$ cat config.mk
export PLATFORM = sky130hd
export DESIGN_NAME = bayer_mosaic
export DESIGN_NICKNAME = d
export VERILOG_FILES = /design/src/rtl/bayer_mosaic.sv
export SDC_FILE = /design/constraint.sdc
export NUM_CORES = 1
export LEC_CHECK = 0
export BUFFER_PORTS_ARGS = -buffer_cell sky130_fd_sc_hd__clkbuf_2
export CORE_AREA = 8 8 83 140
export DETAILED_ROUTE_END_ITERATION = 7
export DIE_AREA = 0 0 91 148
export PLACE_DENSITY_LB_ADDON = 0.25
export SYNTH_ARGS = -nofsm -noshare
export SYNTH_HDL_FRONTEND = slang
export SYNTH_SLANG_ARGS = --single-unit
$ cat constraint.sdc
create_clock -name clk -period 3.6 [get_ports clk]
set_input_delay 0.9 -clock clk [delete_from_list [all_inputs] [get_ports clk]]
set_output_delay 0.9 -clock clk [all_outputs]
set_load 0.02 [all_outputs]
$ cat src/rtl/bayer_mosaic.sv
// Re-mosaics a raster RGB stream into an 8-bit Bayer raw stream with frame/line markers.
// Two register stages: input/tag capture, then channel select and marker output.
module bayer_mosaic #(
  parameter int unsigned width  = 320,
  parameter int unsigned height = 240,
  parameter int unsigned PHASE  = 0
) (
  input  logic       clk,
  input  logic       reset,
  input  logic       iValid,
  input  logic [7:0] iR,
  input  logic [7:0] iG,
  input  logic [7:0] iB,
  input  logic       iSof,
  output logic [7:0] oData,
  output logic       oValid,
  output logic       oSof,
  output logic       oEol,
  output logic       oEof,
  output logic       oErr
);

  localparam int unsigned XW = $clog2(width);
  localparam int unsigned YW = $clog2(height);
  localparam logic [XW-1:0] XLast = XW'(width - 1);
  localparam logic [YW-1:0] YLast = YW'(height - 1);
  localparam logic [1:0] Ph = 2'(PHASE);

  logic [XW-1:0] x_q, x_d, px;
  logic [YW-1:0] y_q, y_d, py;
  logic          err_q, err_d;
  logic          resync;

  logic [7:0] r1_q, r1_d, g1_q, g1_d, b1_q, b1_d;
  logic       v1_q, v1_d;
  logic [1:0] par1_q, par1_d;
  logic       sof1_q, sof1_d, eol1_q, eol1_d, eof1_q, eof1_d;

  logic [7:0] data_q, data_d;
  logic       v2_q, v2_d, sof2_q, sof2_d, eol2_q, eol2_d, eof2_q, eof2_d;

  always_comb begin
    // A mid-frame iSof restarts the frame: this pixel becomes (0,0).
    resync = iValid && iSof && !((x_q == '0) && (y_q == '0));
    px     = resync ? '0 : x_q;
    py     = resync ? '0 : y_q;
    x_d    = x_q;
    y_d    = y_q;
    err_d  = err_q | resync;
    if (iValid) begin
      if (px == XLast) begin
        x_d = '0;
        y_d = (py == YLast) ? '0 : py + YW'(1);
      end else begin
        x_d = px + XW'(1);
        y_d = py;
      end
    end

    v1_d   = iValid;
    r1_d   = iValid ? iR : r1_q;
    g1_d   = iValid ? iG : g1_q;
    b1_d   = iValid ? iB : b1_q;
    par1_d = {py[0], px[0]} ^ Ph;
    sof1_d = iValid && (px == '0) && (py == '0);
    eol1_d = iValid && (px == XLast);
    eof1_d = iValid && (px == XLast) && (py == YLast);

    data_d = data_q;
    if (v1_q) begin
      unique case (par1_q)
        2'b00:   data_d = r1_q;
        2'b11:   data_d = b1_q;
        default: data_d = g1_q;
      endcase
    end
    v2_d   = v1_q;
    sof2_d = v1_q && sof1_q;
    eol2_d = v1_q && eol1_q;
    eof2_d = v1_q && eof1_q;
  end

  always_ff @(posedge clk or negedge reset) begin
    if (!reset) begin
      x_q    <= '0;
      y_q    <= '0;
      err_q  <= 1'b0;
      r1_q   <= '0;
      g1_q   <= '0;
      b1_q   <= '0;
      v1_q   <= 1'b0;
      par1_q <= '0;
      sof1_q <= 1'b0;
      eol1_q <= 1'b0;
      eof1_q <= 1'b0;
      data_q <= '0;
      v2_q   <= 1'b0;
      sof2_q <= 1'b0;
      eol2_q <= 1'b0;
      eof2_q <= 1'b0;
    end else begin
      x_q    <= x_d;
      y_q    <= y_d;
      err_q  <= err_d;
      r1_q   <= r1_d;
      g1_q   <= g1_d;
      b1_q   <= b1_d;
      v1_q   <= v1_d;
      par1_q <= par1_d;
      sof1_q <= sof1_d;
      eol1_q <= eol1_d;
      eof1_q <= eof1_d;
      data_q <= data_d;
      v2_q   <= v2_d;
      sof2_q <= sof2_d;
      eol2_q <= eol2_d;
      eof2_q <= eof2_d;
    end
  end

  assign oData  = data_q;
  assign oValid = v2_q;
  assign oSof   = sof2_q;
  assign oEol   = eol2_q;
  assign oEof   = eof2_q;
  assign oErr   = err_q;

endmodule

* Yosys cells after proc, flatten, opt, wreduce, memory -nomap -nowiden *
Cells that the tools add are included.

word-level totals
  flip-flop bits (word level) = 60
  bits of input ports = 28
  output and inout bits = 13

operators by class
  add/subtract/negate cells = 2
  equality and inequality tests = 3
  muxes and demuxes = 6
  bitwise operators = 1
  reduce and logical (&&, ||, !) cells = 16

operator list
  cell                                          number
  two-way mux 8 bit                             3
  zero test 9 bit                               2
  two-way mux 9 bit                             2
  zero test 8 bit                               2
  one-hot mux 8 bit (2 select lines)            1
  logical AND 1 bit                             10
  adder 9 x 1 -> 9 bit (second input constant)  1
  equality test 9 bit (second input constant)   1
  adder 8 x 1 -> 8 bit (second input constant)  1
  equality test 8 bit (second input constant)   1
  equality test 2 bit (second input constant)   1
  zero test 2 bit                               1
  zero test 1 bit                               1
  OR 1 bit                                      1

* Longest topological paths before layout *
Gate-level depths: netlist (run 1).

  word-level depth = 8
  mapped depth = 11

* Worst setup path after synthesis (run 1) *
OpenSTA, ideal clock, no wires.

  kind = input -> register
  from = input iSof
  to = register y_q[5]
  library setup time = 78 ps
  arrival = 2851 ps
  required time = 3522 ps
  slack = 671 ps
  stages on the path = 10
  cell sequence = clkbuf_1 nand2_1 nand2_1 inv_1 ha_1 nand3_2 or4_1 buf_2 or3_1 a21oi_1

on the way
  elaborated cells on any way between the ends = 9
  classes of those cells = add/sub: 1; eq/ne: 2; mux: 4; reduce/logical: 2

RTL lines
  item                            RTL line  text
  from (decl)                     14        input logic iSof,
  logical AND 1 bit (2 in a row)  44        resync = iValid && iSof && !((x_q == '0) && (y_q == '0));
  two-way mux 9 bit               45        px = resync ? '0 : x_q;
  named net px[0]                 29        logic [XW-1:0] x_q, x_d, px;
  equality test 9 bit             51        if (px == XLast) begin
  two-way mux 8 bit               51
  to (signal assigned)            103       y_q <= y_d;
  to (decl)                       30        logic [YW-1:0] y_q, y_d, py;

The timed path passes the listed nets, and every way through them passes these cells.
A chain may end at the register's enable or synchronous reset.

* Worst setup path in the final report (run 1) *
Same ends and word-level chain as after synthesis.

==> impl_metrics.tcl, run 1 <==
set metrics [dict create \
    fin_skew_ns 0.00729 \
    synthArstFlopShare_pct 100 \
    cp.arrival_ns 3.17 \
    finalNetCount 328 \
    drt_pass1_iterations 4 \
    p_sw_share_pct 26.0 \
    cts_root_buffer "clkbuf_16" \
    peakVddDrop_mv 0.236 \
    p_leak_nw 1.52 \
    crit_chain "clkbuf_2 > nand2_1 > nand2_1 > inv_1 > ha_1 > nand3_2 > or4_1 > or3_1 > a21oi_1" \
    drive_above_1_share_pct 32.1 \
    r2r_slack_ns 1.31 \
    hp-class "reg2reg" \
    grt_usage_pct 10.8 \
    p_sw_w 0.000489 \
    initial_utilization_pct 29.2 \
    cp_top_family "simple AND/OR/NAND/NOR gates" \
    cts_resized 0 \
    slew-limit-headroom_pct 48.0 \
    fmax_mhz 343 \
    syn_avg_cell_area_um2 11.2 \
    worst_pin_slew_ns 0.780 \
    cts_sinks 60 \
    final_antenna_net_count 0 \
    endpoint_kind "flip-flop" \
    crit_path_end "y_q[5]" \
    grt_pass1_wl_mm 11.3 \
    drc_errors 0 \
    rsz0062_at_grt "false" \
    finish.instance_area_um2 3440 \
    cp-start-kind "primary input" \
    first_iter_violations 87 \
    worst-setup-path-type "in2reg" \
    ys.flop_type "dfrtp_1" \
    clkTransAtPathRegs_ns 0.06 \
    die_x_um 91 \
    critPathLaunch "iSof" \
    area_growth_pct 21.3 \
    max_cap_viol_count 0 \
    seqPwrFrac_pct 42.0 \
    die_h_um 148 \
    cts-hold-fix-buffers 0 \
    via_per_inst 5.07 \
    htree_num_levels 3 \
    r2r_end "y_q[5]" \
    yosysSeqAreaShare_pct 52.9 \
    first_global_vias 2213 \
    status "finished clean" \
    pin_count 41 \
    regArea_um2 1500 \
    drt_wl_total_mm 7.02 \
    synth_top_area_cell "dfrtp_1" \
    setup_viol 0 \
    synth_cell_types 45 \
    numCtsBuffers 9 \
    cts_tree "yes" \
    grt-ovfl-total 0 \
    synth_area_um2 2840 \
    r2r_start "x_q[1]" \
    finalPower_w 0.00188 \
    dpl_cell_area_um2 3140 \
    place_congestion 0.867 \
    finalHoldViolCount 0 \
    cts_setup_buffers 0 \
    intPower_w 0.00139 \
    multi_input_area_um2 1210 \
    period_minus_slack_ns 2.91 \
    synth_area_leaders "dfrtp_1 (53%), mux2_2 (13%), nand2_1 (3.3%), o21ai_0 (3.2%), ha_1 (2.6%)" \
    crit_slowest_cell "or4_1" \
    antenna_found_initial 0 \
    port_buffers 40 \
    crit_required_ns 3.86 \
    via_count 2148 \
    dp_hpwl_mm 4.93 \
    synth_edf_count 0 \
    crit_top_cell "nand2_1" \
    post-route-period-util_pct 80.9 \
    cp_max_fo 12 \
    slowest_delay_ns 0.68 \
    ys_ff_latch 60 \
    postSynthCellCount 254 \
    synth_top_area_share_pct 52.9 \
    rows 48 \
    slew_viol_final 0 \
    fill_cells 1000 \
    power_frac_comb_pct 12.4 \
    fin_tns_setup_ns 0 \
    wl_per_cell_um 16.6 \
    synth_nets 288 \
    worst-path-stages 9 \
    coreArea_um2 9730 \
    grt_start_max_net_pins 61 \
    r2r_cells 7 \
    yosysWarningCount 0 \
    p_per_area_nw_per_um2 547 \
    worstSkewPairLatency_ns 0.33 \
    dieArea_um2 13500 \
    antennaDiodeCount 0 \
    clock_power_share_pct 45.5 \
    worst-path-buf-inv 2 \
    clock_path_buffers 2 \
]
-- cells in the final DEF, fill, tap and decap left out, types with 3 or more instances in the layout --
cell,netlist,routed
nor4_1,5,5
a21oi_1,4,4
mux2_2,32,32
or4_1,4,4
clkbuf_2,0,40
a22oi_1,8,8
nor3_1,4,4
nand3_1,11,11
ha_1,6,6
nand2_1,25,25
buf_4,2,4
o21ai_0,18,18
a32o_1,3,3
clkbuf_16,0,9
dfrtp_1,60,60
nor2_1,5,5
o211ai_1,4,4
and2_1,4,4
nand4_1,3,3
inv_1,12,12
a31oi_1,3,3
-- power by group through the flow --
stage               logic, W  clock network, W  registers, W
floorplan           0.000140                 0      0.000807
global placement    0.000235                 0      0.000800
detailed placement  0.000238                 0      0.000802
CTS                 0.000240          0.000886      0.000790
global route        0.000261          0.000919      0.000800
finish              0.000234          0.000857      0.000791
-- routing by layer --
layer | up-vias | track usage [%] | wire length, µm
met5 | - | 0 | 0
met4 | 0 | 6.18 | 156
met3 | 9 | 3.25 | 292
met2 | 59 | 18.2 | 3690
met1 | 1071 | 11.7 | 2880
li1 | 1009 | - | -
-- registers in the layout (all words and copies together), names as in the netlist --
register / cells
oErr: 1
oEol: 1
r1_q: 8
par1_q: 2
b1_q: 8
sof1_q: 1
x_q: 9
v1_q: 1
y_q: 8
oData: 8
g1_q: 8
eol1_q: 1
oValid: 1
eof1_q: 1
oSof: 1
oEof: 1
-- synth_stat cells, types with 2 or more instances --
| cell type | number |
|---|---|
| a21boi_0 | 2 |
| a21oi_1 | 4 |
| a22o_1 | 2 |
| a22oi_1 | 8 |
| a311oi_1 | 2 |
| a31oi_1 | 3 |
| a32o_1 | 3 |
| and2_1 | 4 |
| and3_1 | 2 |
| buf_4 | 2 |
| clkbuf_1 | 10 |
| dfrtp_1 | 60 |
| ha_1 | 6 |
| inv_1 | 12 |
| mux2_2 | 32 |
| nand2_1 | 25 |
| nand2b_1 | 2 |
| nand3_1 | 11 |
| nand4_1 | 3 |
| nor2_1 | 5 |
| nor3_1 | 4 |
| nor4_1 | 5 |
| o211ai_1 | 4 |
| o21a_1 | 2 |
| o21ai_0 | 18 |
| or4_1 | 4 |
-- kinds of logic after synthesis --
kind of cell | Yosys count | synth area share (%)
compound gates | 54 | 12.9
xor+xnor | 1 | 0.309
fa+ha+maj | 6 | 2.65
buf+inv | 27 | 4.54
flops | 60 | 52.9
mux | 32 | 12.7
simple gates | 74 | 14.0
-- worst min-delay path by stage --
stage                     slack (ns)  startpoint  depth (start not counted)  endpoint
after floorplan                 0.38        v1_q                          0    oValid
after global placement          0.44      sof1_q                          1      oSof
after detailed placement        0.44      sof1_q                          1      oSof
after CTS                       0.45      sof1_q                          1      oSof
after global routing            0.49      eof1_q                          1      oEof
final                           0.45      sof1_q                          1      oSof
-- final cells by class --
type	count	share of cell area, %
clock inverter	6	1.85
inverter	12	1.31
clock buffer	10	6.94
timing repair buffer	44	6.69
tap	125	4.54
multi-input combinational	167	35.0
sequential	60	43.6
-- through the flow --
stage	hold slack (ns)	util [%]	instances	setup WS (ns)
after global routing	0.491	35.4	424	0.466
after detailed placement	0.438	32.3	408	0.371
after global placement	0.435	32.3	408	0.445
after CTS	0.453	35.4	424	0.711
final	0.447	35.4	424	0.687
after floorplan	0.380	-	254	0.671
-- worst reg2reg max path, stage by stage, from the launching register on --
cell and delay (ns):
dfrtp_1 0.36, inv_1 0.06, nor2_1 0.15, ha_1 0.28, nand3_2 0.16, or4_1 0.68, or3_1 0.39, a21oi_1 0.14
Note: power is estimated with default switching activity, not from simulation.
==> run 2: changes to the inputs <==
==> constraint.sdc (replaced) <==
create_clock -name clk -period 2.9 [get_ports clk]
set_input_delay 0.725 -clock clk [delete_from_list [all_inputs] [get_ports clk]]
set_output_delay 0.725 -clock clk [all_outputs]
set_load 0.02 [all_outputs]
==> run 2 against run 1 <==
Total power increased by 32%. Clock power increased by 41%. Sequential power increased by 24%. Largest cell class unchanged. Final cell count increased by 1.9%. First-iteration DRC count decreased by 40%.
==> impl_metrics.tcl, run 2 (synthesis results as in run 1) <==
set metrics [dict create \
    drt_pass1_iterations 4 \
    via_per_inst 4.93 \
    final_cell_mix "dfrtp_1 (60), clkbuf_2 (40), mux2_2 (32)" \
    fill_cells 1002 \
    p_sw_share_pct 24.0 \
    drc_errors 0 \
    clkTransAtPathRegs_ns 0.05 \
    rsz0062_at_grt "false" \
    die_x_um 91 \
    fmax_mhz 423 \
    p_leak_nw 1.59 \
    worst_pin_slew_ns 0.495 \
    drt_wl_total_mm 6.86 \
    htree_num_levels 3 \
    setup_slack_ns 0.534 \
    first_iter_violations 52 \
    die_h_um 148 \
    grt_usage_pct 11.0 \
    initial_utilization_pct 29.2 \
    power_frac_comb_pct 12.1 \
    endpoint_kind "flip-flop" \
    finalNetCount 336 \
    clock_path_buffers 2 \
    largest-register "x_q" \
    final_cell_count_no_fill 432 \
    r2r_cells 7 \
    p_sw_w 0.000597 \
    worstSkewPairLatency_ns 0.33 \
    worst-setup-path-type "in2reg" \
    coreArea_um2 9730 \
    p_per_area_nw_per_um2 701 \
    max_cap_viol_count 0 \
    cts-hold-fix-buffers 0 \
    crit_required_ns 3.15 \
    fin_tns_setup_ns 0 \
    drive_above_1_share_pct 33.2 \
    post-route-period-util_pct 81.6 \
    numCtsBuffers 9 \
    status "finished clean" \
    cts_tree "yes" \
    largest_reg_flops 9 \
    antennaDiodeCount 0 \
    period_minus_slack_ns 2.37 \
    antenna_found_initial 0 \
    holdWs_ns 0.386 \
    setup_viol 0 \
    grt_start_max_net_pins 61 \
    port_buffers 40 \
    cts_sinks 60 \
    seqPwrFrac_pct 39.4 \
    slew_viol_final 0 \
    dpl.cell_count 416 \
    cts_resized 0 \
    dp_hpwl_mm 4.99 \
    final_common_cell "dfrtp_1" \
    cts_setup_buffers 0 \
    finalHoldViolCount 0 \
    dieArea_um2 13500 \
    intPower_w 0.00189 \
    final_antenna_net_count 0 \
    area_growth_pct 25.0 \
    cp_max_fo 7 \
    clock_power_share_pct 48.6 \
    cts_root_buffer "clkbuf_16" \
    hp-class "in2async" \
    wl_per_cell_um 15.9 \
    rows 48 \
    peakVddDrop_mv 0.337 \
    grt_pass1_wl_mm 11.5 \
    cp-start-kind "primary input" \
    via_count 2131 \
    pin_count 41 \
    fin_skew_ns 0.00524 \
    first_global_vias 2275 \
    place_congestion 0.841 \
    cp.arrival_ns 2.62 \
    grt-ovfl-total 0 \
    pre_cts_ws_ns 0.200 \
    slew-limit-headroom_pct 67.0 \
]
[run 2: per-layer routing]
layer / track usage, % / vias up / part of all wire [%]
li1: - / 1023 / -
met1: 11.3 / 1045 / 40
met2: 18.3 / 51 / 52
met3: 3.86 / 12 / 5.3
met4: 7.25 / 0 / 2.8
met5: 0 / - / 0
[run 2: worst max-delay path: stages]
cell and delay [ns]:
clkbuf_2 0.13, and2_1 0.16, nor2_1 0.13, ha_1 0.21, nand3_2 0.14, or4_1 0.60
or3_1 0.37, a21oi_1 0.15
[run 2: cell type report]
type / count / area, µm² / area share [%]
Timing Repair Buffer: 52 / 303 / 8.54
Tap cell: 125 / 156 / 4.41
Clock buffer: 11 / 233 / 6.57
Sequential cell: 60 / 1500 / 42.4
Clock inverter: 5 / 100 / 2.82
Multi-Input combinational cell: 167 / 1210 / 34.0
Inverter: 12 / 45.0 / 1.27
[run 2: metrics by stage]
| stage | instance area (µm²) | power [W] | util [%] |
|---|---|---|---|
| finish | 3540 | 0.00248 | 36.4 |
| global route | 3540 | 0.00260 | 36.4 |
| CTS | 3540 | 0.00252 | 36.4 |
| detailed placement | 3210 | 0.00130 | 33.0 |
| global placement | 3210 | 0.00129 | 33.0 |
| floorplan | 2840 | 0.00117 | - |
[run 2: path summary, 6_finish.rpt]
kind / startpoint / end / slack, ns
hold reg to reg: eof1_q / oEof / 0.45
hold / removal: reset / b1_q[5] / 0.39
min in group clk: eof1_q / oEof / 0.45
setup / recovery: iSof / y_q[5] / 0.53
max in group asynchronous: reset / x_q[8] / 2.22
setup reg to reg: x_q[0] / y_q[5] / 0.79
[run 2: power groups by stage]
| stage | sequential [W] | clock [W] | combinational, W |
|---|---|---|---|
| 5_1_grt | 0.000991 | 0.00127 | 0.000336 |
| 3_3_place_gp | 0.000991 | 0 | 0.000302 |
| 6_report | 0.000978 | 0.00121 | 0.000300 |
| 3_5_place_dp | 0.000992 | 0 | 0.000306 |
| 2_1_floorplan | 0.00100 | 0 | 0.000173 |
| 4_1_cts | 0.000978 | 0.00124 | 0.000306 |
==> run 3: changes to the inputs <==
==> constraint.sdc (replaced) <==
create_clock -name clk -period 2.35 [get_ports clk]
set_input_delay 0.5875 -clock clk [delete_from_list [all_inputs] [get_ports clk]]
set_output_delay 0.5875 -clock clk [all_outputs]
set_load 0.02 [all_outputs]
==> run 3 against run 2 <==
Sequential share of layout area is 0.94 points lower. Combinational power grew 31%. Setup slack worse by 0.31 ns. Worst hold slack worse by 0.11 ns. Highest routed layer unchanged.
==> impl_metrics.tcl, run 3 (synthesis results as in run 1) <==
set metrics [dict create \
    status "finished clean" \
    via_count 2207 \
    crit_chain "clkbuf_2 > and2_1 > nor2_4 > ha_4 > nand3_4 > or4_1 > nor3_1 > o21ai_0 > a32o_1" \
    place_congestion 0.831 \
    intPower_w 0.00218 \
    initial_utilization_pct 29.2 \
    dieArea_um2 13500 \
    numCtsBuffers 9 \
    fin_util_pct 37.3 \
    crit_required_ns 2.56 \
    power_frac_comb_pct 13.4 \
    worst_pin_slew_ns 0.467 \
    slowest_delay_ns 0.54 \
    final_antenna_net_count 0 \
    r2r_slack_ns 0.30 \
    worstSkewPairLatency_ns 0.33 \
    r2r_cells 8 \
    first_global_vias 2298 \
    period_minus_slack_ns 2.12 \
    r2r_end "y_q[5]" \
    drt_pass1_iterations 4 \
    grt.met2_usage_pct 21.0 \
    fin_tns_setup_ns 0 \
    grt_pass1_wl_mm 11.9 \
    gr-usage-met3_pct 3.05 \
    crit_slowest_cell "or4_1" \
    slew-limit-headroom_pct 68.8 \
    max_cap_viol_count 0 \
    first_iter_violations 97 \
    multi_input_area_um2 1240 \
    regArea_um2 1500 \
    cts-hold-fix-buffers 0 \
    rows 48 \
    slew_viol_final 0 \
    grt-ovfl-total 0 \
    globalRoute.busiestLayer "met2" \
    peakVddDrop_mv 0.385 \
    area_growth_pct 27.8 \
    setup_viol 0 \
    largest-register "x_q" \
    p_leak_nw 1.63 \
    post-route-period-util_pct 90.3 \
    coreArea_um2 9730 \
    cts_sinks 60 \
    die_x_um 91 \
    via_per_inst 4.98 \
    seqPwrFrac_pct 41.3 \
    r2r_start "y_q[0]" \
    clock_power_share_pct 45.3 \
    finalNetCount 347 \
    fill_cells 991 \
    dp_hpwl_mm 5.46 \
    fmax_mhz 471 \
    clkTransAtPathRegs_ns 0.05 \
    worst-setup-path-type "in2reg" \
    p_sw_w 0.000745 \
    cp-start-kind "primary input" \
    hp-class "in2async" \
    drc_errors 0 \
    antenna_found_initial 0 \
    finalPower_w 0.00293 \
    port_buffers 40 \
    final_common_cell "dfrtp_1" \
    die_h_um 148 \
    p_per_area_nw_per_um2 808 \
    largest_reg_flops 9 \
    cts_root_buffer "clkbuf_16" \
    cts_tree "yes" \
    cp.arrival_ns 2.34 \
    fin_skew_ns 0.00553 \
    endpoint_kind "flip-flop" \
    htree_num_levels 3 \
    cts_setup_buffers 0 \
    clock_path_buffers 2 \
    rsz0062_at_grt "false" \
    grt_usage_pct 11.3 \
    drt_wl_total_mm 7.26 \
    pin_count 41 \
    cp_max_fo 5 \
    drive_above_1_share_pct 37.1 \
    finalHoldViolCount 0 \
    p_sw_share_pct 25.4 \
    grt_start_max_net_pins 38 \
    cts_resized 0 \
    wl_per_cell_um 16.4 \
    use_met1_pct 10.9 \
    final_cell_mix "dfrtp_1 (60), clkbuf_2 (40), mux2_2 (32)" \
    antennaDiodeCount 0 \
]
==> run 3: area by class of cell <==
| class | count | share of cell area [%] |
|---|---|---|
| well taps | 125 | 4.31 |
| clock inverters | 4 | 1.31 |
| clock buffers | 12 | 7.08 |
| multi-input cells | 167 | 34.3 |
| inverters | 12 | 1.24 |
| repair buffers | 63 | 10.3 |
| flip-flops and latches | 60 | 41.4 |
==> run 3: how the worst max path moves through the flow <==
| stage | startpoint | to | slack [ns] | depth (start not counted) |
|---|---|---|---|---|
| floorplan | iSof | y_q[5] | 0.004 | 10 |
| global placement | iValid | y_q[4] | -0.09 | 9 |
| detailed placement | iValid | y_q[4] | -0.11 | 9 |
| CTS | iValid | y_q[4] | 0.23 | 9 |
| global route | iValid | y_q[4] | 0.11 | 9 |
| finish | iValid | y_q[4] | 0.23 | 9 |
==> run 3: metrics by stage <==
stage          instance area [µm²]  instances  hold slack, ns  setup WS (ns)
3_5_place_dp                  3320        427           0.447         -0.109
2_1_floorplan                 2900        254           0.292        0.00417
6_report                      3620        443           0.273          0.227
3_3_place_gp                  3320        427           0.442        -0.0946
5_1_grt                       3620        443           0.301          0.111
4_1_cts                       3620        443           0.281          0.228
==> run 3: power groups by stage <==
stage	clock [W]	combinational, W	sequential (W)
after CTS	0.00136	0.000402	0.00121
after global routing	0.00140	0.000439	0.00122
after detailed placement	0	0.000401	0.00123
final	0.00133	0.000393	0.00121
after global placement	0	0.000396	0.00122
after floorplan	0	0.000229	0.00124
==> run 3: routing by layer <==
metal	wire length, µm	up-vias
li1	-	1042
met1	2740	1097
met2	4010	58
met3	340	10
met4	165	0
met5	0	-
==> run 3: critical path: cells and delay by family <==
kind            cells  cell delay, ns
simple gates        5            1.13
compound gates      2            0.32
fa+ha+maj           1            0.17
buf+inv             1            0.13
